[config.mk]
export PLATFORM = sky130hd
export DESIGN_NAME = w5300_host_bus
export DESIGN_NICKNAME = d
export VERILOG_FILES = /design/src/rtl/w5300_host_bus_pkg.sv /design/src/rtl/w5300_host_bus_chip_reset_seq.sv /design/src/rtl/w5300_host_bus.sv
export SDC_FILE = /design/constraint.sdc
export NUM_CORES = 1
export LEC_CHECK = 0
export CAP_MARGIN = 10
export CORE_ASPECT_RATIO = 2
export CORE_MARGIN = 5
export CORE_UTILIZATION = 50
export CTS_BUF_LIST = sky130_fd_sc_hd__clkbuf_8
export CTS_CLUSTER_DIAMETER = 40
export DETAILED_ROUTE_END_ITERATION = 8
export PLACE_DENSITY = 0.88
export RECOVER_POWER = 50
export SETUP_SLACK_MARGIN = 0.2
export SLEW_MARGIN = 20
export SYNTH_ARGS = -nofsm -noshare
export SYNTH_HDL_FRONTEND = slang
export SYNTH_HIERARCHICAL = 1
export SYNTH_SLANG_ARGS = --single-unit
[constraint.sdc]
create_clock -name clk -period 5.32 [get_ports clk]
set_input_delay 0.798 -clock clk [delete_from_list [all_inputs] [get_ports clk]]
set_output_delay 0.798 -clock clk [all_outputs]
set_load 0.01 [all_outputs]
[src/rtl/w5300_host_bus_pkg.sv]
// w5300_host_bus_pkg
//   Shared definitions for the W5300 16-bit direct parallel host-bus engine:
//   request WR/RD encoding (addr bit 10), the bus state enum, and default
//   strobe timing used when the top is instantiated without overrides.
package w5300_host_bus_pkg;

    // Request encoding, shared with the common-register and socket FSMs
    localparam logic W5300_WR     = 1'b1;
    localparam logic W5300_RD     = 1'b0;
    localparam int   W5300_RW_BIT = 10;

    // Default bus timing, in clk cycles
    localparam int W5300_DEF_SETUP_CYCLES  = 1;
    localparam int W5300_DEF_STROBE_CYCLES = 4;
    localparam int W5300_DEF_HOLD_CYCLES   = 1;

    typedef enum logic [2:0] {
        ST_CHIP_RESET = 3'd0,
        ST_PLL_WAIT   = 3'd1,
        ST_IDLE       = 3'd2,
        ST_SETUP      = 3'd3,
        ST_STROBE     = 3'd4,
        ST_HOLD       = 3'd5
    } bus_state_e;

    function automatic int max2(input int a, input int b);
        return (a > b) ? a : b;
    endfunction

endpackage

[src/rtl/w5300_host_bus_chip_reset_seq.sv]
// w5300_chip_reset_seq
//   Drives the W5300 RESET pin low for RST_PULSE_CYCLES after rst releases,
//   then waits PLL_LOCK_CYCLES for the chip PLL to lock.
// Ports:
//   clk_i, rst_i     clock, asynchronous active-high reset
//   chip_rst_n_o     W5300 RESET pin (registered)
//   done_o           high from the last PLL-wait cycle onward; the main FSM
//                    moves to Idle on the edge that ends that cycle
module w5300_chip_reset_seq
    import w5300_host_bus_pkg::*;
#(
    parameter int RST_PULSE_CYCLES = 250,
    parameter int PLL_LOCK_CYCLES  = 500000
) (
    input  logic clk_i,
    input  logic rst_i,
    output logic chip_rst_n_o,
    output logic done_o
);

    localparam int CW = $clog2(max2(RST_PULSE_CYCLES, PLL_LOCK_CYCLES) + 1);

    logic [CW-1:0] cnt_q, cnt_d;
    logic          pll_q, pll_d;   // 0 = pulse phase, 1 = PLL wait phase

    always_comb begin
        cnt_d = cnt_q;
        pll_d = pll_q;
        if (!pll_q) begin
            if (cnt_q == '0) begin
                pll_d = 1'b1;
                cnt_d = CW'(PLL_LOCK_CYCLES - 1);
            end else begin
                cnt_d = cnt_q - 1'b1;
            end
        end else if (cnt_q != '0) begin
            // Counter parks at zero once the wait has elapsed
            cnt_d = cnt_q - 1'b1;
        end
    end

    always_ff @(posedge clk_i or posedge rst_i) begin
        if (rst_i) begin
            cnt_q <= CW'(RST_PULSE_CYCLES - 1);
            pll_q <= 1'b0;
        end else begin
            cnt_q <= cnt_d;
            pll_q <= pll_d;
        end
    end

    assign chip_rst_n_o = pll_q;
    assign done_o       = pll_q && (cnt_q == '0);

endmodule

[src/rtl/w5300_host_bus.sv]
// w5300_host_bus
//   Physical host-bus engine for the W5300 16-bit direct parallel interface.
//   Sequences chip reset and PLL lock, then runs one register access per
//   request: Idle (latch) -> Setup -> Strobe -> Hold, with op_state pulsing
//   on the last Hold cycle.
// Ports:
//   clk, rst                    clock, asynchronous active-high reset
//   enable, addr, wr_data       request (addr[10]=1 write, addr[9:0] register)
//   rd_data, op_state, ready    read result, completion pulse, init done
//   w5300_rst_n/cs_n/rd_n/wr_n  chip control pins (registered)
//   w5300_addr, w5300_data_o,
//   w5300_data_oe, w5300_data_i address pins and split tristate data bus
//   w5300_int_n, irq            chip interrupt in, interrupt level out
// Build option: define W5300_INT_SYNC_EN to synchronise w5300_int_n into irq;
//   otherwise irq is tied low.
module w5300_host_bus
    import w5300_host_bus_pkg::*;
#(
    parameter int RST_PULSE_CYCLES = 250,
    parameter int PLL_LOCK_CYCLES  = 500000,
    parameter int SETUP_CYCLES     = W5300_DEF_SETUP_CYCLES,
    parameter int STROBE_CYCLES    = W5300_DEF_STROBE_CYCLES,
    parameter int HOLD_CYCLES      = W5300_DEF_HOLD_CYCLES
) (
    input  logic        clk,
    input  logic        rst,
    input  logic        enable,
    input  logic [10:0] addr,
    input  logic [15:0] wr_data,
    output logic [15:0] rd_data,
    output logic        op_state,
    output logic        ready,
    output logic        w5300_rst_n,
    output logic        w5300_cs_n,
    output logic        w5300_rd_n,
    output logic        w5300_wr_n,
    output logic [9:0]  w5300_addr,
    output logic [15:0] w5300_data_o,
    output logic        w5300_data_oe,
    input  logic [15:0] w5300_data_i,
    input  logic        w5300_int_n,
    output logic        irq
);

    if (SETUP_CYCLES < 1 || STROBE_CYCLES < 1 || HOLD_CYCLES < 1 ||
        RST_PULSE_CYCLES < 1 || PLL_LOCK_CYCLES < 1) begin : g_bad_timing
        $error("w5300_host_bus: all cycle parameters must be >= 1");
    end

    localparam int BW = $clog2(max2(max2(SETUP_CYCLES, STROBE_CYCLES), HOLD_CYCLES) + 1);

    logic seq_rst_n, seq_done;

    w5300_chip_reset_seq #(
        .RST_PULSE_CYCLES (RST_PULSE_CYCLES),
        .PLL_LOCK_CYCLES  (PLL_LOCK_CYCLES)
    ) u_chip_reset_seq (
        .clk_i        (clk),
        .rst_i        (rst),
        .chip_rst_n_o (seq_rst_n),
        .done_o       (seq_done)
    );

    bus_state_e    state_q, state_d;
    logic [BW-1:0] cnt_q, cnt_d;
    logic          lat_wr_q, lat_wr_d;
    logic [9:0]    lat_addr_q, lat_addr_d;
    logic [15:0]   lat_data_q, lat_data_d;
    logic [15:0]   rd_data_q, rd_data_d;
    logic          cs_n_q, cs_n_d, rd_n_q, rd_n_d, wr_n_q, wr_n_d;
    logic          oe_q, oe_d, op_q, op_d, ready_q, ready_d;
    logic          busy_d;

    always_comb begin
        state_d    = state_q;
        cnt_d      = cnt_q;
        lat_wr_d   = lat_wr_q;
        lat_addr_d = lat_addr_q;
        lat_data_d = lat_data_q;
        rd_data_d  = rd_data_q;
        case (state_q)
            ST_CHIP_RESET, ST_PLL_WAIT: begin
                // Mirrors the sequencer; done is early by one cycle so that
                // Idle and ready arrive exactly PLL_LOCK_CYCLES after release
                if (seq_done)       state_d = ST_IDLE;
                else if (seq_rst_n) state_d = ST_PLL_WAIT;
            end
            ST_IDLE: begin
                if (enable) begin
                    lat_wr_d   = (addr[W5300_RW_BIT] == W5300_WR);
                    lat_addr_d = addr[9:0];
                    lat_data_d = wr_data;
                    cnt_d      = BW'(SETUP_CYCLES - 1);
                    state_d    = ST_SETUP;
                end
            end
            ST_SETUP: begin
                if (cnt_q == '0) begin
                    cnt_d   = BW'(STROBE_CYCLES - 1);
                    state_d = ST_STROBE;
                end else begin
                    cnt_d = cnt_q - 1'b1;
                end
            end
            ST_STROBE: begin
                if (cnt_q == '0) begin
                    // Sample the pins on the edge that ends the strobe
                    if (!lat_wr_q) rd_data_d = w5300_data_i;
                    cnt_d   = BW'(HOLD_CYCLES - 1);
                    state_d = ST_HOLD;
                end else begin
                    cnt_d = cnt_q - 1'b1;
                end
            end
            ST_HOLD: begin
                if (cnt_q == '0) state_d = ST_IDLE;
                else             cnt_d   = cnt_q - 1'b1;
            end
            default: state_d = ST_CHIP_RESET;
        endcase

        // Pin values are registered from the next state so the chip sees
        // clean, glitch-free strobes
        busy_d  = (state_d == ST_SETUP) || (state_d == ST_STROBE) || (state_d == ST_HOLD);
        cs_n_d  = !busy_d;
        rd_n_d  = !((state_d == ST_STROBE) && !lat_wr_d);
        wr_n_d  = !((state_d == ST_STROBE) &&  lat_wr_d);
        oe_d    = busy_d && lat_wr_d;
        op_d    = (state_d == ST_HOLD) && (cnt_d == '0);
        ready_d = ready_q || (state_d == ST_IDLE);
    end

    always_ff @(posedge clk or posedge rst) begin
        if (rst) begin
            state_q    <= ST_CHIP_RESET;
            cnt_q      <= '0;
            lat_wr_q   <= 1'b0;
            lat_addr_q <= '0;
            lat_data_q <= '0;
            rd_data_q  <= '0;
            cs_n_q     <= 1'b1;
            rd_n_q     <= 1'b1;
            wr_n_q     <= 1'b1;
            oe_q       <= 1'b0;
            op_q       <= 1'b0;
            ready_q    <= 1'b0;
        end else begin
            state_q    <= state_d;
            cnt_q      <= cnt_d;
            lat_wr_q   <= lat_wr_d;
            lat_addr_q <= lat_addr_d;
            lat_data_q <= lat_data_d;
            rd_data_q  <= rd_data_d;
            cs_n_q     <= cs_n_d;
            rd_n_q     <= rd_n_d;
            wr_n_q     <= wr_n_d;
            oe_q       <= oe_d;
            op_q       <= op_d;
            ready_q    <= ready_d;
        end
    end

    assign rd_data       = rd_data_q;
    assign op_state      = op_q;
    assign ready         = ready_q;
    assign w5300_rst_n   = seq_rst_n;
    assign w5300_cs_n    = cs_n_q;
    assign w5300_rd_n    = rd_n_q;
    assign w5300_wr_n    = wr_n_q;
    assign w5300_addr    = lat_addr_q;
    assign w5300_data_o  = lat_data_q;
    assign w5300_data_oe = oe_q;

`ifdef W5300_INT_SYNC_EN
    logic [1:0] int_sync_q;

    always_ff @(posedge clk or posedge rst) begin
        if (rst) int_sync_q <= 2'b11;
        else     int_sync_q <= {int_sync_q[0], w5300_int_n};
    end

    assign irq = ready_q & ~int_sync_q[1];
`else
    logic unused_int_n;
    assign unused_int_n = w5300_int_n;
    assign irq          = 1'b0;
`endif

endmodule

Word-level counts from Yosys, hierarchy flattened
Index checks and enable logic that the tools add are counted.

storage, ports and cells
  register bits after elaboration = 75
  bits of input ports = 47
  output and inout port bits = 50
  word-level logic and storage cells = 66

cells by class
  $add $sub $neg = 2
  equality and inequality tests = 10
  multiplexer cells = 19
  bitwise operators = 1
  reduce and logical (&&, ||, !) cells = 20

operators by type and width
  operator                                                              number
  19-bit two-way mux                                                    3
  3-bit two-way mux                                                     10
  19-bit logical NOT                                                    1
  19-bit nonzero test                                                   1
  19-bit by 1-bit subtractor with 19-bit output, second input constant  1
  3-bit case mux with 5 select lines                                    1
  3-bit by 2-bit == test with 1-bit output, second input constant       4
  3-bit == test, second input constant                                  4
  3-bit case mux with 4 select lines                                    1
  3-bit logical NOT                                                     3
  1-bit logical AND                                                     5
  1-bit logical NOT                                                     4
  1-bit two-way mux                                                     4
  3-bit by 1-bit == test with 1-bit output, second input constant       1
  1-bit logical OR                                                      3
  3-bit AND reduction                                                   1
  3-bit by 1-bit subtractor with 3-bit output, second input constant    1
  2-bit inequality test, second input constant                          1
  2-bit AND reduction                                                   1
  2-bit OR reduction                                                    1
  1-bit inverter                                                        1

Logic depth before layout (Yosys ltp)
Gate-level depths: netlist (run 1).

  depth in word-level cells = 8
  depth in mapped cells = 10
  gate-level depth less buffers = 10

By module
The synthesis (run 1) kept the hierarchy.

modules (own cells, without submodules)
  module                instances  cells an instance  area an instance (um^2)  sequential area each (um^2)
  w5300_host_bus        1          166                2354.8                   1380.1
  w5300_chip_reset_seq  1          96                 1011.0                   508.0

Worst setup path before layout (run 1)
No wires, ideal clock.

  kind = reg-to-reg
  start point = reg u_chip_reset_seq.cnt_q[13]
  end point = reg op_q, in the netlist op_state
  library setup time = 122 ps
  arrival time = 2718 ps
  required time = 5198 ps
  path slack = 2480 ps
  cell stages (with the launch flop) = 9
  path buffers = 0
  period minus slack after synthesis = 2840 ps
  path through = dfrtp_1 or4_4 or4_4 nor4_4 nor2_1 a221o_1 o22ai_1 a21o_1 nor4b_2

on the way
  longest elaborated chain between the ends = 6

ends and longest elaborated chain
  what                                RTL line                             RTL
  start, declared                     w5300_host_bus_chip_reset_seq.sv:23  logic [CW-1:0] cnt_q, cnt_d;
  start signal, assigned              w5300_host_bus_chip_reset_seq.sv:44  cnt_q <= CW'(RST_PULSE_CYCLES - 1);
  start signal, assigned              w5300_host_bus_chip_reset_seq.sv:47  cnt_q <= cnt_d;
  19-bit logical NOT                  w5300_host_bus_chip_reset_seq.sv:53  assign done_o = pll_q && (cnt_q == '0);
  1-bit logical AND                   w5300_host_bus_chip_reset_seq.sv:53
  net seq_done                        w5300_host_bus.sv:52                 logic seq_rst_n, seq_done;
  3-bit two-way mux                   w5300_host_bus.sv:85                 if (seq_done) state_d = ST_IDLE;
  3-bit case mux with 5 select lines  w5300_host_bus.sv:81                 case (state_q)
  3-bit == test                       w5300_host_bus.sv:129                op_d = (state_d == ST_HOLD) && (cnt_d == '0);
  1-bit logical AND                   w5300_host_bus.sv:129
  net op_d                            w5300_host_bus.sv:71                 logic oe_q, oe_d, op_q, op_d, ready_q, ready_d;
  end signal, assigned                w5300_host_bus.sv:158                op_q <= op_d;
  end, declared                       w5300_host_bus.sv:71

The timed path passes the listed nets, and every way through them passes these cells.
A chain may end at the register's enable or synchronous reset.

==> results.toml, run 1 <==
[global_route]
overflow = 0
antenna_found_initial = 0
grt_max_degree = 56
track_usage_pct = 18.9
grt_pass1_vias = 2511
grt_first_pass_wirelength_um = 12000

[worst_hold_path]
hp-start = "u_chip_reset_seq/cnt_q[12]"
hold_class = "register to register"

[synth]
syn_area_per_cell_um2 = 12.8
yosysMostFrequentCell = "dfrtp_1"
synth-edff-count = 0
seq_area_frac_synth_pct = 56.1
yosysUniqueCellTypes = 47
ys_ff_latch = 75
synth_largest_area_cell = "dfrtp_1"
synth_nets = 315
yosysWarnings = 6
syn-instance-count = 262
synth_top_area_share_pct = 49.1
synth-async-reset-ratio_pct = 100
synthesis.area_mm2 = 0.00337
ys_top_cells_by_count = "dfrtp_1, mux2_2, nand2_1, nor2_1, inv_1"
synth_area_leaders = "dfrtp_1, mux2_2, dfstp_2"
ys.flop_type = "dfrtp_1"

[placed_design]
placed_cell_area_mm2 = 0.00433
port_buffers = 94
dpl.hpwl_um = 5860
gp_congestion = 0.803

[clock_network]
clockRootBuffer = "clkbuf_8"
cts.clk_slew.worst_paths_ns = 0.07
post_cts_buffers = 0
cts_tree = "yes"
cts_resized = 0
cts_sinks = 75
cts_max_path_buffers = 2
cts_buffers = 9
holdBufCountCts = 0
cts-htree-levels = 3
worstSkewPairLatency_ns = 0.35

[critical_path]
required_ns = 5.17
cp_data_arrival_time_ns = 3.42
timing.rr.end = "w5300_rd_n"
r2r_slack_ns = 2.10
cp_max_fo = 55
setup.worst_path.end_class = "async pin"
worstSetupPathType = "input pin to async pin"
critPathCapture = "w5300_addr[4]"
setup.worst_path.start = "rst"
worstRegToRegCells = 8
r2r-start = "u_chip_reset_seq/cnt_q[13]"
cp-start-kind = "input pin"

[cells_and_area]
layout-drive-gt1-share_pct = 21.5
nNetsFinal = 410
finish.instance_area_mm2 = 0.00457
finish.utilization_pct = 69.6
syn_to_final_growth_pct = 35.8
antenna_cells = 0

[outcome]
failed_checks = "capacitance limit, slew limit"
status = "finished, violations left"

[sta]
post-route-min-period_ns = 3.57
fmax_ghz = 0.280
fin_worst_skew_ns = 0.00824
slew_headroom_pct = -89.0
worst_pin_slew_ns = 2.84
finalHoldViolations = 0
rsz0062_at_grt = "no"
fin_tns_setup_ns = 0
setup_violations = 0
slew_violations = 56
timing.final.crit_share_pct = 67.2
whs_ns = 0.472

[die]
die_x_um = 68.0
start_util_pct = 51.2
rows = 42
core-area_mm2 = 0.00657
die_area_mm2 = 0.00857
num_io_pins = 97
die_h_um = 126

[routing]
ant_nets = 0
wire_per_inst_um = 17.1
post_drt_via_cell_ratio = 5.28
drtIter0Drc = 70
drc_errors = 0
dr.pass1.iters = 4
via_count = 2376
wl_um = 7710

[flow_run]
cap_violations = 1

[pwr]
p_leak_nw = 1.97
power.total_w = 0.00123
power_density_mw_per_mm2 = 269
vdd_ir_drop_max_uv = 202
==> worst min-delay path by stage <==
stage	cells past startpoint	to
after floorplan	1	u_chip_reset_seq/cnt_q[12]
after global placement	1	u_chip_reset_seq/cnt_q[12]
after detailed placement	1	u_chip_reset_seq/cnt_q[9]
after CTS	1	u_chip_reset_seq/cnt_q[9]
after global routing	1	u_chip_reset_seq/cnt_q[12]
final	1	u_chip_reset_seq/cnt_q[12]
==> area by class of cell <==
class	instances	area, um2
Multi-Input combinational cell	163	1330
Fill cell	461	2000
Clock inverter	6	113
Tap cell	88	110
Timing Repair Buffer	96	952
Clock buffer	10	138
Inverter	12	45.0
Sequential cell	75	1890
==> cells in the final DEF (no fill, tap or decap), types with 2 or more instances in the layout <==
master           count
clkdlybuf4s50_1     72
mux2_4              10
bufinv_16            3
nand2b_1             4
mux2i_1              2
a21oi_1              6
or4_4                3
or3_1                7
xor2_1               4
nor2_1              15
nand2_1             15
xnor2_1              7
clkbuf_8            10
nand3b_1             2
ha_1                 6
dlygate4sd3_1       22
a211oi_1             5
clkinvlp_4           3
dfrtp_1             66
o21ai_0              3
nor3_1               6
nor4_1               6
nand3_1              3
nor2b_1              7
inv_1               10
mux2_2              33
dfstp_2              9
==> state kept, by name (all words and copies together) (netlist names) <==
| name | flops |
|---|---|
| w5300_cs_n | 1 |
| state_q | 3 |
| op_state | 1 |
| w5300_data_o | 16 |
| lat_wr_q | 1 |
| u_chip_reset_seq/cnt_q | 19 |
| w5300_addr | 10 |
| u_chip_reset_seq/chip_rst_n_o | 1 |
| w5300_data_oe | 1 |
| w5300_wr_n | 1 |
| ready | 1 |
| rd_data | 16 |
| cnt_q | 3 |
| w5300_rd_n | 1 |
==> cells by family (layout without fill, tap and decap cells) <==
| family | after synthesis | in the layout | synth area share (%) |
|---|---|---|---|
| adder cells (fa/ha/maj) | 6 | 6 | 2.23 |
| other | 1 | 1 | 0.111 |
| buffers and inverters | 24 | 124 | 4.46 |
| AO/OA/AOI/OAI | 25 | 25 | 5.09 |
| AND/OR/NAND/NOR | 75 | 75 | 13.0 |
| multiplexers | 45 | 45 | 16.1 |
| flip-flops | 75 | 75 | 56.1 |
| XOR/XNOR | 11 | 11 | 2.86 |
==> critical path, stage by stage <==
cell and delay [ns]:
dlygate4sd3_1 0.55, clkinv_1 0.05, clkbuf_1 2.00
==> power by group <==
part / internal, W / switching [W] / total, W
Clock: 0.000324 / 0.000208 / 0.000532
Combinational: 0.0000668 / 0.0000367 / 0.000103
Sequential: 0.000587 / 0.00000810 / 0.000595
==> stage by stage <==
| step | setup slack [ns] | cells |
|---|---|---|
| floorplan | 2.48 | 262 |
| global placement | 2.17 | 434 |
| detailed placement | 2.11 | 434 |
| CTS | 2.10 | 450 |
| global route | 1.01 | 450 |
| finish | 1.75 | 450 |
==> layer usage <==
layer  part of all wire [%]  global-route usage [%]
met1                     35                    19.1
met2                     57                    34.1
met3                    5.4                    5.08
met4                    2.6                    8.79
met5                      0                       0
Power figures use the tool's default switching activity.
==> run 2, diff against run 1 <==
--- a/config.mk
+++ b/config.mk
@@ -8,11 +8,11 @@
 export CAP_MARGIN = 10
 export CORE_ASPECT_RATIO = 2
 export CORE_MARGIN = 5
-export CORE_UTILIZATION = 50
+export CORE_UTILIZATION = 44
 export CTS_BUF_LIST = sky130_fd_sc_hd__clkbuf_8
 export CTS_CLUSTER_DIAMETER = 40
 export DETAILED_ROUTE_END_ITERATION = 8
-export PLACE_DENSITY = 0.88
+export PLACE_DENSITY = 0.82
 export RECOVER_POWER = 50
 export SETUP_SLACK_MARGIN = 0.2
 export SLEW_MARGIN = 20
==> constraint.sdc (replaced) <==
create_clock -name clk -period 3.13 [get_ports clk]
set_input_delay 0.4695 -clock clk [delete_from_list [all_inputs] [get_ports clk]]
set_output_delay 0.4695 -clock clk [all_outputs]
set_load 0.01 [all_outputs]
==> results.toml, run 2 (synthesis results as in run 1) <==
[critical_path]
cp_data_arrival_time_ns = 3.05
setup.worst_path.end_class = "register"
cp_max_fo = 6
r2r_slack_ns = 0.31
cp-start-kind = "register"
required_ns = 3.36
timing.rr.end = "op_state"
worstSetupPathType = "register to register"
r2r-start = "u_chip_reset_seq/cnt_q[13]"
worstRegToRegCells = 8

[sta]
fin_tns_setup_ns = 0
worst_pin_slew_ns = 1.32
finalHoldViolations = 0
rsz0062_at_grt = "no"
fin_worst_skew_ns = 0.00831
timing.final.crit_share_pct = 90.1
fin_ws_ns = 0.311
post-route-min-period_ns = 2.82
setup_violations = 0
fmax_ghz = 0.355
slew_violations = 0
slew_headroom_pct = 12.0

[clock_network]
cts_sinks = 75
clockRootBuffer = "clkbuf_8"
cts_max_path_buffers = 2
cts_tree = "yes"
cts_buffers = 9
worstSkewPairLatency_ns = 0.35
cts.clk_slew.worst_paths_ns = 0.07
cts-htree-levels = 3
holdBufCountCts = 0
post_cts_buffers = 0

[die]
rows = 45
core-area_mm2 = 0.00754
die_h_um = 134
die_x_um = 71.8
die_area_mm2 = 0.00960
num_io_pins = 97
start_util_pct = 44.6

[worst_hold_path]
hold_depth = 1
hold_class = "register to register"
hp-start = "u_chip_reset_seq/cnt_q[12]"
holdPathEnd = "u_chip_reset_seq/cnt_q[12]"

[placed_design]
placed_cell_area_mm2 = 0.00435
pre_cts_ws_ns = 0.296
port_buffers = 94
gp_congestion = 0.838
dpl.hpwl_um = 5600

[cells_and_area]
largest_reg_flops = 19
mostFrequentLayoutCells = "clkdlybuf4s50_1, dfrtp_1, mux2_2"
final_common_cell = "clkdlybuf4s50_1"
finish.instance_area_mm2 = 0.00455
syn_to_final_growth_pct = 35.3
finish.utilization_pct = 60.4
layout-drive-gt1-share_pct = 22.3
antenna_cells = 0
largest-register = "u_chip_reset_seq/cnt_q"
nNetsFinal = 411

[routing]
post_drt_via_cell_ratio = 5.11
via_count = 2337
drc_errors = 0
dr.pass1.iters = 4
wire_per_inst_um = 16.1
ant_nets = 0
wl_um = 7350
drtIter0Drc = 98

[pwr]
vdd_ir_drop_max_uv = 377
power.total_w = 0.00192
power_density_mw_per_mm2 = 422
p_leak_nw = 1.97

[global_route]
antenna_found_initial = 0
grt_max_degree = 37
grt_first_pass_wirelength_um = 12300
overflow = 0
grt_pass1_vias = 2522
track_usage_pct = 16.4

[flow_run]
cap_violations = 0

[outcome]
status = "complete, no violations"
## run 2: cell type report
type | instances | area (um2)
tap | 94 | 118
timing repair buffer | 97 | 961
clock buffer | 10 | 138
sequential | 75 | 1890
clock inverter | 6 | 66.3
inverter | 12 | 45.0
multi-input combinational | 163 | 1340
fill | 608 | 2990
## run 2: layer usage
layer | share of wire [%] | wire length (um) | up-vias | global-route usage, %
met2 | 56 | 4150 | 64 | 29.6
met5 | 0 | 0 | - | 0
li1 | - | - | 1101 | -
met4 | 3.3 | 242 | 0 | 8.37
met1 | 36 | 2630 | 1153 | 17.5
met3 | 4.5 | 330 | 19 | 3.55
## run 2: how the worst max path moves through the flow
| stage | depth (start not counted) | end | start | slack [ns] |
|---|---|---|---|---|
| after floorplan | 8 | op_state | u_chip_reset_seq/cnt_q[13] | 0.29 |
| after global placement | 8 | op_state | u_chip_reset_seq/cnt_q[13] | 0.37 |
| after detailed placement | 8 | op_state | u_chip_reset_seq/cnt_q[13] | 0.30 |
| after CTS | 8 | op_state | u_chip_reset_seq/cnt_q[13] | 0.29 |
| after global routing | 8 | w5300_rd_n | u_chip_reset_seq/cnt_q[13] | 0.18 |
| final | 8 | op_state | u_chip_reset_seq/cnt_q[13] | 0.31 |
## run 2: worst max-delay path, stage by stage, from the launching register on
cell     delay (ns)
dfrtp_1        0.44
or4_4          0.57
or4_4          0.58
nor4_4         0.24
nor2_1         0.10
a221o_1        0.35
o22ai_2        0.18
a21o_1         0.18
nor4b_2        0.07
## run 2: per-stage QoR
step / hold slack, ns / std cells
final: 0.472 / 457
after global routing: 0.486 / 457
after CTS: 0.471 / 457
after detailed placement: 0.457 / 441
after global placement: 0.453 / 441
after floorplan: 0.429 / 262
## run 2: power by group
| group | switching, W | internal, W |
|---|---|---|
| Sequential | 0.0000130 | 0.000997 |
| Combinational | 0.0000609 | 0.000114 |
| Clock | 0.000347 | 0.000389 |
| Total | 0.000421 | 0.00150 |
## run 2: timing repair
action                                 CTS  global route
setup endpoints to repair                0             2
endpoints found under the hold margin    0             0
resized for setup                        0             1
==> run 3, diff against run 2 <==
--- a/config.mk
+++ b/config.mk
@@ -10,8 +10,9 @@
 export CORE_MARGIN = 5
 export CORE_UTILIZATION = 44
 export CTS_BUF_LIST = sky130_fd_sc_hd__clkbuf_8
-export CTS_CLUSTER_DIAMETER = 40
+export CTS_CLUSTER_DIAMETER = 50
 export DETAILED_ROUTE_END_ITERATION = 8
+export GPL_ROUTABILITY_DRIVEN = 0
 export PLACE_DENSITY = 0.82
 export RECOVER_POWER = 50
 export SETUP_SLACK_MARGIN = 0.2
==> results of run 3 <==
Final layout, timing and power as in run 2 (identical DEF).
